`src/rtl/cpu_pkg.sv`:
```
// cpu_pkg: shared types for the accumulator CPU.
//   opcode_e  - 3-bit opcode encoding, shared with the ALU.
//   state_e   - sequencer state; 0..7 are the instruction phases and HALTED
//               sits outside that range so it never aliases a phase.
//   is_aluop  - true for opcodes whose result is captured by the accumulator.
package cpu_pkg;

  typedef enum logic [2:0] {
    HLT = 3'd0,
    SKZ = 3'd1,
    ADD = 3'd2,
    AND = 3'd3,
    XOR = 3'd4,
    LDA = 3'd5,
    STO = 3'd6,
    JMP = 3'd7
  } opcode_e;

  typedef enum logic [3:0] {
    INST_ADDR  = 4'd0,
    INST_FETCH = 4'd1,
    INST_LOAD  = 4'd2,
    IDLE       = 4'd3,
    OP_ADDR    = 4'd4,
    OP_FETCH   = 4'd5,
    ALU_OP     = 4'd6,
    STORE      = 4'd7,
    HALTED     = 4'd8
  } state_e;

  localparam logic [2:0] HALTED_PHASE = 3'd3;

  function automatic logic is_aluop(opcode_e op);
    return (op == ADD) || (op == AND) || (op == XOR) || (op == LDA);
  endfunction

endpackage

```
`src/rtl/cpu_controller.sv`:
```
// cpu_controller: 8-phase instruction sequencer for the accumulator CPU.
//   clk, rst_n       - clock (rising edge), async active-low reset
//   opcode, zero     - IR opcode and ALU zero flag
//   resume           - leave HALTED (only when HALT_STICKY == 0)
//   mem_rd, mem_wr   - memory strobes
//   load_ir          - instruction register load
//   inc_pc, load_pc  - program counter increment / jump load
//   load_ac          - accumulator capture of ALU result
//   halt             - processor halted
//   phase            - current phase 0-7 (HALTED reports 3)
// The state register is the only storage; all outputs decode from state
// and opcode combinationally.
module cpu_controller
  import cpu_pkg::*;
#(
  parameter bit HALT_STICKY = 1'b1
) (
  input  logic       clk,
  input  logic       rst_n,
  input  logic [2:0] opcode,
  input  logic       zero,
  input  logic       resume,
  output logic       mem_rd,
  output logic       mem_wr,
  output logic       load_ir,
  output logic       inc_pc,
  output logic       load_pc,
  output logic       load_ac,
  output logic       halt,
  output logic [2:0] phase
);

  state_e  state, state_nxt;
  opcode_e op;
  logic    aluop;

  assign op    = opcode_e'(opcode);
  assign aluop = is_aluop(op);

  always_ff @(posedge clk or negedge rst_n) begin
    if (!rst_n) state <= INST_ADDR;
    else        state <= state_nxt;
  end

  always_comb begin
    state_nxt = INST_ADDR;
    mem_rd    = 1'b0;
    mem_wr    = 1'b0;
    load_ir   = 1'b0;
    inc_pc    = 1'b0;
    load_pc   = 1'b0;
    load_ac   = 1'b0;
    halt      = 1'b0;
    phase     = 3'd0;
    case (state)
      INST_ADDR: begin
        state_nxt = INST_FETCH;
        phase     = 3'd0;
      end
      INST_FETCH: begin
        state_nxt = INST_LOAD;
        phase     = 3'd1;
        mem_rd    = 1'b1;
      end
      INST_LOAD: begin
        state_nxt = IDLE;
        phase     = 3'd2;
        mem_rd    = 1'b1;
        load_ir   = 1'b1;
      end
      IDLE: begin
        state_nxt = OP_ADDR;
        phase     = 3'd3;
        mem_rd    = 1'b1;
        load_ir   = 1'b1;
      end
      OP_ADDR: begin
        // The only branch in the cycle: HLT diverts to HALTED.
        state_nxt = (op == HLT) ? HALTED : OP_FETCH;
        phase     = 3'd4;
        inc_pc    = (op != HLT);
        halt      = (op == HLT);
      end
      OP_FETCH: begin
        state_nxt = ALU_OP;
        phase     = 3'd5;
        mem_rd    = aluop;
      end
      ALU_OP: begin
        state_nxt = STORE;
        phase     = 3'd6;
        mem_rd    = aluop;
        load_ac   = aluop;
        // zero only matters here, for the SKZ skip.
        inc_pc    = (op == SKZ) && zero;
        load_pc   = (op == JMP);
      end
      STORE: begin
        state_nxt = INST_ADDR;
        phase     = 3'd7;
        mem_rd    = aluop;
        load_ac   = aluop;
        load_pc   = (op == JMP);
        inc_pc    = (op == JMP);
        mem_wr    = (op == STO);
      end
      HALTED: begin
        state_nxt = (!HALT_STICKY && resume) ? INST_ADDR : HALTED;
        phase     = HALTED_PHASE;
        halt      = 1'b1;
      end
      // Unreachable encodings recover to INST_ADDR with everything low.
      default: state_nxt = INST_ADDR;
    endcase
  end

endmodule
```
`config.mk`:
```
export PLATFORM = sky130hd
export DESIGN_NAME = cpu_controller
export DESIGN_NICKNAME = d
export VERILOG_FILES = /design/src/rtl/cpu_pkg.sv /design/src/rtl/cpu_controller.sv
export SDC_FILE = /design/constraint.sdc
export NUM_CORES = 1
export LEC_CHECK = 0
export CORE_AREA = 2 2 39 41
export CTS_CLUSTER_SIZE = 25
export DETAILED_ROUTE_END_ITERATION = 8
export DIE_AREA = 0 0 41 43
export PLACE_DENSITY_LB_ADDON = 0.2
export SETUP_SLACK_MARGIN = 0.2
export SLEW_MARGIN = 30
export SYNTH_ARGS = -nofsm -noshare
export SYNTH_HDL_FRONTEND = slang
export SYNTH_SLANG_ARGS = --single-unit
```
`constraint.sdc`:
```
create_clock -name clk -period 1.4 [get_ports clk]
set_clock_uncertainty 0.15 [all_clocks]
set_input_delay 0.21 -clock clk [delete_from_list [all_inputs] [get_ports clk]]
set_output_delay 0.21 -clock clk [all_outputs]
set_load 0.005 [all_outputs]
```
# After elaboration in Yosys (flattened, before gate mapping)
# Cells that the tools add are included.
# totals
latchBits,0
mem_bits_rw,0
regBits,4
n_memories,0
word_cells,38
rom_bits,0
# op_classes
muxes,10
magnitude_cmp,0
add_sub_neg,0
shifts,0
reduce_logical,12
div_mod_pow,0
eq_ne,15
multipliers,0
bitwise,0
# ops
cell,n
$pmux W4 S8,1
$pmux W3 S7,1
$eq A4 B3 Y1 const B,4
$eq A3 B3 Y1 const B,4
$eq A4 B2 Y1 const B,2
$eq A3 B2 Y1 const B,2
$reduce_or A2 Y1,3
$reduce_or A3 Y1,2
$eq A4 B1 Y1 const B,1
$eq A4 B4 Y1 const B,1
$logic_not A4 Y1,1
$mux W1,4
$mux W4,1
$pmux W1 S2,2
$eq A3 B1 Y1 const B,1
$logic_not A3 Y1,1
$logic_or A1 B1 Y1,3
$pmux W1 S3,1
$reduce_bool A3 Y1,1
$logic_and A1 B1 Y1,1

# Logic depth before layout (Yosys ltp)
# Gate-level depths: netlist of the first run.
# depth
depth_word,5
mapped_depth,4
ltp_nobuf,3

# Least setup slack after synthesis of the first run
# Ideal clock, no wire load.
# synth_path
kind,reg-to-output
from,reg state[2]
to,out halt
slack_ps,-134
arrival_time_ps,1174
required_ps,1040
path_buffers,0
path_stages_with_launch,4
cell_sequence,dfrtp_1 -> inv_2 -> or4_4 -> o41ai_1
# synth_between
elab_chain_len,2
# synth_rtl
item,line,text
start: declaration,cpu_controller.sv:33,"state_e state, state_nxt;"
start signal: assignment,cpu_controller.sv:42,else state <= state_nxt;
$eq A4 B4 Y1 or $eq A4 B3 Y1 (tied branches),cpu_controller.sv:55,case (state)
$pmux W1 S2 *,cpu_controller.sv:55,
end: declaration,cpu_controller.sv:29,"output logic halt,"
# Every way passes the cells marked *; elsewhere a longest branch is shown, timed or not.

# Worst setup path after layout of the first run
# layout_path
from,reg state[2]
to,reg state[3]
# layout_between
elab_chain_len,2
# layout_rtl
item,line
$eq A4 B4 Y1 (tied with other cells),cpu_controller.sv:55
$pmux W4 S8 *,cpu_controller.sv:55
net state_nxt[3],cpu_controller.sv:33
# The timed path passes the listed nets; every way through them passes the cells marked *.

==> impl_metrics.tcl, run 1 <==
set metrics [dict create \
    status "complete, but fails checks" \
    violations "negative setup slack" \
    cts_root_buf "clkbuf_4" \
    ant_nets 0 \
    slowest_delay_ns 0.54 \
    cts_buffers 3 \
    multi_input_area_um2 344.1 \
    grt_max_degree 7 \
    cts.sinks 4 \
    slew_headroom_pct 77.64 \
    setup_viol 12 \
    rows 14 \
    synth_edf_count 0 \
    min_path_type "in2async" \
    rsz0062_at_grt "yes" \
    avgViaCountPerCell 5.248 \
    grt_pass1_vias 653 \
    peakVddDrop_v 0.001230 \
    fp.dieW_um 41 \
    cp_max_fo 2 \
    largest_reg_flops 4 \
    path_cells "inv_2 > or4_4 > buf_4 > buf_6 > buf_6 > o41ai_2" \
    synth_area_leader_cell "dfrtp_1" \
    placed_cells_incl_taps 83 \
    slowest_stage "or4_4" \
    period_needed_ns 1.944 \
    core_um2 1384 \
    cpMostUsedCell "buf_6" \
    final_nets 114 \
    synth_seq_cells 4 \
    path_class "reg2reg" \
    yosys-top-cells-area "dfrtp_1 (32%), nor2_1 (7.2%), o41ai_1 (5.6%)" \
    grt-ovfl-total 0 \
    drc 0 \
    leakage_nw 0.5253 \
    tns_ns -4.385 \
    power_switching_share_pct 37.64 \
    cts_tree "done" \
    synthArstFlopShare_pct 100.0 \
    clockBufferDepth 2 \
    clkPwrFrac_pct 7.0 \
    critical_path_required_ns 1.36 \
    dieArea_um2 1763 \
    finalCritPeriodShare_pct 138.9 \
    seq_power_share_pct 10.4 \
    vias 635 \
    grt_pass1_wl_um 2746 \
    dp_hpwl_um 768.1 \
    switchingPower_w 0.0008385 \
    ys_warn_count 0 \
    hold_viol 0 \
    wirelength_um 1981 \
    synthDistinctLibCells 22 \
    antenna_found_initial 0 \
    clk_latency_ns 0.24 \
    p_int_w 0.001389 \
    seqCellArea_um2 103.9 \
    yosysSeqAreaShare_pct 31.87 \
    start_util_pct 22.69 \
    slew_viol_final 0 \
    totalPowerFinal_w 0.002228 \
    power_frac_comb_pct 82.6 \
    die_h_um 43 \
    wl_per_cell_um 16.37 \
    synth_area_per_cell_um2 7.660 \
    cp.arrival_ns 1.91 \
    worstMarginPinSlew_ns 0.3317 \
    top_regs "state x4" \
    track_usage_pct 24.25 \
    antennaDiodeCount 0 \
    whs_ns 0.03298 \
    largest_register "state" \
    io_buffer_count 15 \
    place_ws_ns -0.8906 \
    syn_nets 48 \
    max-cap-violations 0 \
    areaGrowthSynthToFinish_pct 239.4 \
    synth_area_um2 314.1 \
    p_per_area_nw_per_um2 2090 \
    gp_congestion 0.7322 \
    nFillCells 95 \
    clkTransAtPathRegs_ns 0.04 \
    setup_ws_ns -0.5444 \
    fmax_mhz 514.3 \
    drt_first_iter_violations 20 \
    end_kind "flip-flop" \
    drtPass1Iterations 4 \
    syn_inst 41 \
    synthFlopType "dfrtp_1" \
    ios 17 \
    critPathLaunchType "flip-flop" \
    final_cells 121 \
    h-tree-depth 1 \
    drive_gt1_share_pct 84.76 \
    yosysTopAreaCellShare_pct 31.87 \
]
## cell usage after synthesis (2+ instances only)
master    instances
a211oi_1          2
clkbuf_1          2
dfrtp_1           4
inv_1             2
nand2_1           3
nand3_1           2
nor2_1            6
nor3_1            2
nor4_1            2
o21ai_0           2
o41ai_1           2
xnor2_1           2
## stage by stage
step,instance area [µm²],utilization (%)
global route,1066,77.03
detailed placement,594.3,42.95
finish,1066,77.03
global placement,594.3,42.95
CTS,983.4,71.07
floorplan,347.8,-
## critical path: cells and delay by family, from the launching register on
family | cells | cell delay (ns)
and+or+nand+nor | 1 | 0.54
DFF | 1 | 0.38
AOI/OAI and AO/OA | 1 | 0.34
buffers and inverters | 4 | 0.40
## routing by layer
| layer | GRT usage (%) | share of wire [%] | vias up |
|---|---|---|---|
| met4 | 13.33 | 6.4 | 0 |
| met2 | 40.94 | 50 | 42 |
| met5 | 0 | 0 | - |
| met1 | 24.27 | 38 | 294 |
| met3 | 7.853 | 5.0 | 18 |
| li1 | - | - | 281 |
## timing repair
action | in CTS | in global routing
gates resized for setup | 89 | 9
pin swaps | 13 | 5
setup buffers | 29 | 6
hold endpoints to repair | 0 | 0
hold buffers | 0 | 0
setup endpoints to repair | 13 | 14
## final cells by class
type / count / share of cell area, %
tap: 16 / 1.878
inverter: 3 / 1.056
timing repair buffer: 64 / 52.93
sequential: 4 / 9.742
clock buffer: 3 / 2.113
multi-input combinational: 31 / 32.28
## placed cells by master (no fill, tap or decap), drive strengths merged, types with 3 or more instances in the layout
cell / Yosys / routed
nor2: 6 / 6
inv: 3 / 3
clkbuf: 2 / 3
dlygate4sd2: 0 / 3
dfrtp: 4 / 4
nand2: 3 / 3
buf: 1 / 59
## power groups by stage
stage,Combinational [W],Sequential [W],Clock (W)
floorplan,0.000392,0.000194,0
global placement,0.000759,0.000267,0
detailed placement,0.000767,0.000266,0
CTS,0.00157,0.000213,0.000151
global route,0.00195,0.000232,0.000172
finish,0.00184,0.000232,0.000157
## final timing paths
check	start	endpoint	slack (ns)	cells after the start
worst max-delay path	state[2]$_DFF_PN0_	state[3]$_DFF_PN0_	-0.54	6
worst min-delay path	rst_n	state[1]$_DFF_PN0_	0.03	1
worst max register to register	state[2]$_DFF_PN0_	state[3]$_DFF_PN0_	-0.54	6
worst min register to register	state[3]$_DFF_PN0_	state[3]$_DFF_PN0_	0.59	3
max in group asynchronous	rst_n	state[0]$_DFF_PN0_	0.86	1
min in group clk	opcode[2]	state[0]$_DFF_PN0_	0.52	4
## logic make-up (layout without fill, tap and decap cells)
| logic type | Yosys count | count (layout) | synth area share [%] |
|---|---|---|---|
| flops | 4 | 4 | 31.87 |
| simple gates | 20 | 20 | 33.87 |
| buf+inv | 6 | 70 | 7.569 |
| xor+xnor | 2 | 2 | 5.579 |
| compound gates | 9 | 9 | 21.12 |
Power figures use the tool's default switching activity.
==> run 2: changes to the inputs <==
--- a/config.mk
+++ b/config.mk
@@ -11,7 +11,6 @@
 export DIE_AREA = 0 0 41 43
 export PLACE_DENSITY_LB_ADDON = 0.2
 export SETUP_SLACK_MARGIN = 0.2
-export SLEW_MARGIN = 30
 export SYNTH_ARGS = -nofsm -noshare
 export SYNTH_HDL_FRONTEND = slang
 export SYNTH_SLANG_ARGS = --single-unit
==> constraint.sdc (replaced) <==
create_clock -name clk -period 2.2 [get_ports clk]
set_clock_uncertainty 0.15 [all_clocks]
set_input_delay 0.33 -clock clk [delete_from_list [all_inputs] [get_ports clk]]
set_output_delay 0.33 -clock clk [all_outputs]
set_load 0.005 [all_outputs]
==> run 2 against run 1 <==
  * The flow now finishes without violations
  * Wire length down 51%
  * Global-route usage down 11 points
  * Highest routed layer unchanged
  * Register-to-register slack better by 1.4 ns
  * Flip-flop and latch count unchanged
  * Total power down 66%
  * Final area down 39%
  * Combinational power down 72%
  * Non-clock buffer count down 36
  * Cell count down 30%
  * Die area unchanged
  * Critical endpoint is now halt
  * Worst setup slack better by 0.78 ns
==> impl_metrics.tcl, run 2 (synthesis gave the netlist of run 1 again) <==
set metrics [dict create \
    grt-ovfl-total 0 \
    min_path_type "in2async" \
    slowest_delay_ns 0.55 \
    grt_pass1_wl_um 1552 \
    areaGrowthSynthToFinish_pct 106.0 \
    dpl_cell_area_um2 516.7 \
    drive_gt1_share_pct 42.03 \
    worst_r2r_startpoint "state[2]$_DFF_PN0_" \
    max-cap-violations 0 \
    period_needed_ns 1.961 \
    layout_commonest_cell "buf_4" \
    fp.dieW_um 41 \
    critical_path_required_ns 1.72 \
    critPathLaunchType "input port" \
    cp_max_fo 2 \
    drt_first_iter_violations 4 \
    worstMarginPinSlew_ns 0.3296 \
    path_class "in2out" \
    wirelength_um 979 \
    grt_pass1_vias 349 \
    avgViaCountPerCell 4.729 \
    slew_viol_final 0 \
    fin_area_um2 646.9 \
    layout_common_cells "buf_4 (9), dlygate4sd2_1 (8), nor2_1 (5)" \
    end_kind "primary output" \
    leakage_nw 0.3183 \
    hold_buffers 0 \
    dp_hpwl_um 649.1 \
    drtPass1Iterations 3 \
    ios 17 \
    r2r_cells 3 \
    largest_reg_flops 4 \
    nFillCells 134 \
    cts.sinks 4 \
    endpoint "halt" \
    status "complete, no violations" \
    worst-path-buf-inv 2 \
    final_core_util_pct 46.75 \
    slowest_stage "or4_4" \
    critPathTopFamily "simple AND/OR/NAND/NOR gates" \
    r2r_setup_slack_ns 0.81 \
    start_util_pct 22.69 \
    track_usage_pct 13.37 \
    final_nets 78 \
    antenna_found_initial 0 \
    cts_root_buf "clkbuf_4" \
    h-tree-depth 1 \
    largest_register "state" \
    finalCritPeriodShare_pct 89.14 \
    wl_per_cell_um 11.52 \
    r2r-end "state[3]$_DFF_PN0_" \
    peakVddDrop_v 0.0004635 \
    slew_headroom_pct 77.82 \
    cp.arrival_ns 1.48 \
    cts_buffers 3 \
    clk_latency_ns 0.23 \
    die_h_um 43 \
    top_regs "state x4" \
    path_cells "dlygate4sd2_1 > or4_4 > o41ai_2 > buf_2" \
    core_um2 1384 \
    drc 0 \
    hold_viol 0 \
    path_depth 4 \
    cts_tree "done" \
    gp_congestion 0.7372 \
    setup_viol 0 \
    ant_nets 0 \
    io_buffer_count 15 \
    antennaDiodeCount 0 \
    clockBufferDepth 2 \
    fmax_mhz 509.9 \
    clkTransAtPathRegs_ns 0.04 \
    vias 402 \
    rows 14 \
    cp-startpoint "opcode[1]" \
    dieArea_um2 1763 \
    rsz0062_at_grt "no" \
    grt_max_degree 11 \
    p_per_area_nw_per_um2 1161 \
    whs_ns 0.1489 \
]
-- run 2: timing repair --
| item | in CTS | in global routing |
|---|---|---|
| pin swaps | 2 | 1 |
| setup endpoints to repair | 9 | 4 |
| buffers inserted | 3 | 4 |
| resized for setup | 30 | 5 |
-- run 2: cell type report --
cell class,count,area [µm²],share of cell area [%]
repair buffers,28,254.0,39.27
flip-flops and latches,4,103.9,16.05
multi-input cells,31,235.2,36.36
clock buffers,3,22.52,3.482
inverters,3,11.26,1.741
well taps,16,20.02,3.095
-- run 2: worst min-delay path by stage --
stage / slack, ns / startpoint / end
global route: 0.15 / rst_n / state[3]$_DFF_PN0_
detailed placement: 0.39 / rst_n / state[1]$_DFF_PN0_
global placement: 0.39 / rst_n / state[1]$_DFF_PN0_
CTS: 0.14 / rst_n / state[3]$_DFF_PN0_
finish: 0.15 / rst_n / state[0]$_DFF_PN0_
floorplan: -0.12 / rst_n / state[0]$_DFF_PN0_
-- run 2: stage by stage --
| stage | worst slack, ns | cells | power (W) | setup TNS [ns] |
|---|---|---|---|---|
| floorplan | 0.5464 | 41 | 0.0003314 | 0 |
| global placement | -0.3700 | 75 | 0.0005550 | -0.7472 |
| detailed placement | -0.3651 | 75 | 0.0005520 | -0.8109 |
| CTS | 0.1499 | 81 | 0.0007224 | 0 |
| global route | 0.2034 | 85 | 0.0008238 | 0 |
| finish | 0.2388 | 85 | 0.0007510 | 0 |
-- run 2: metal layers --
| layer | GRT usage (%) | wire length [µm] |
|---|---|---|
| met4 | 6.000 | 14 |
| met5 | 0 | 0 |
| met2 | 17.81 | 469 |
| met1 | 17.74 | 440 |
| met3 | 6.283 | 55 |
-- run 2: report_power, final --
part	internal, W	switching (W)	leakage (nW)
Sequential	0.000109	0.0000372	0.0459
Combinational	0.000294	0.000223	0.259
Clock	0.0000608	0.0000269	0.0138
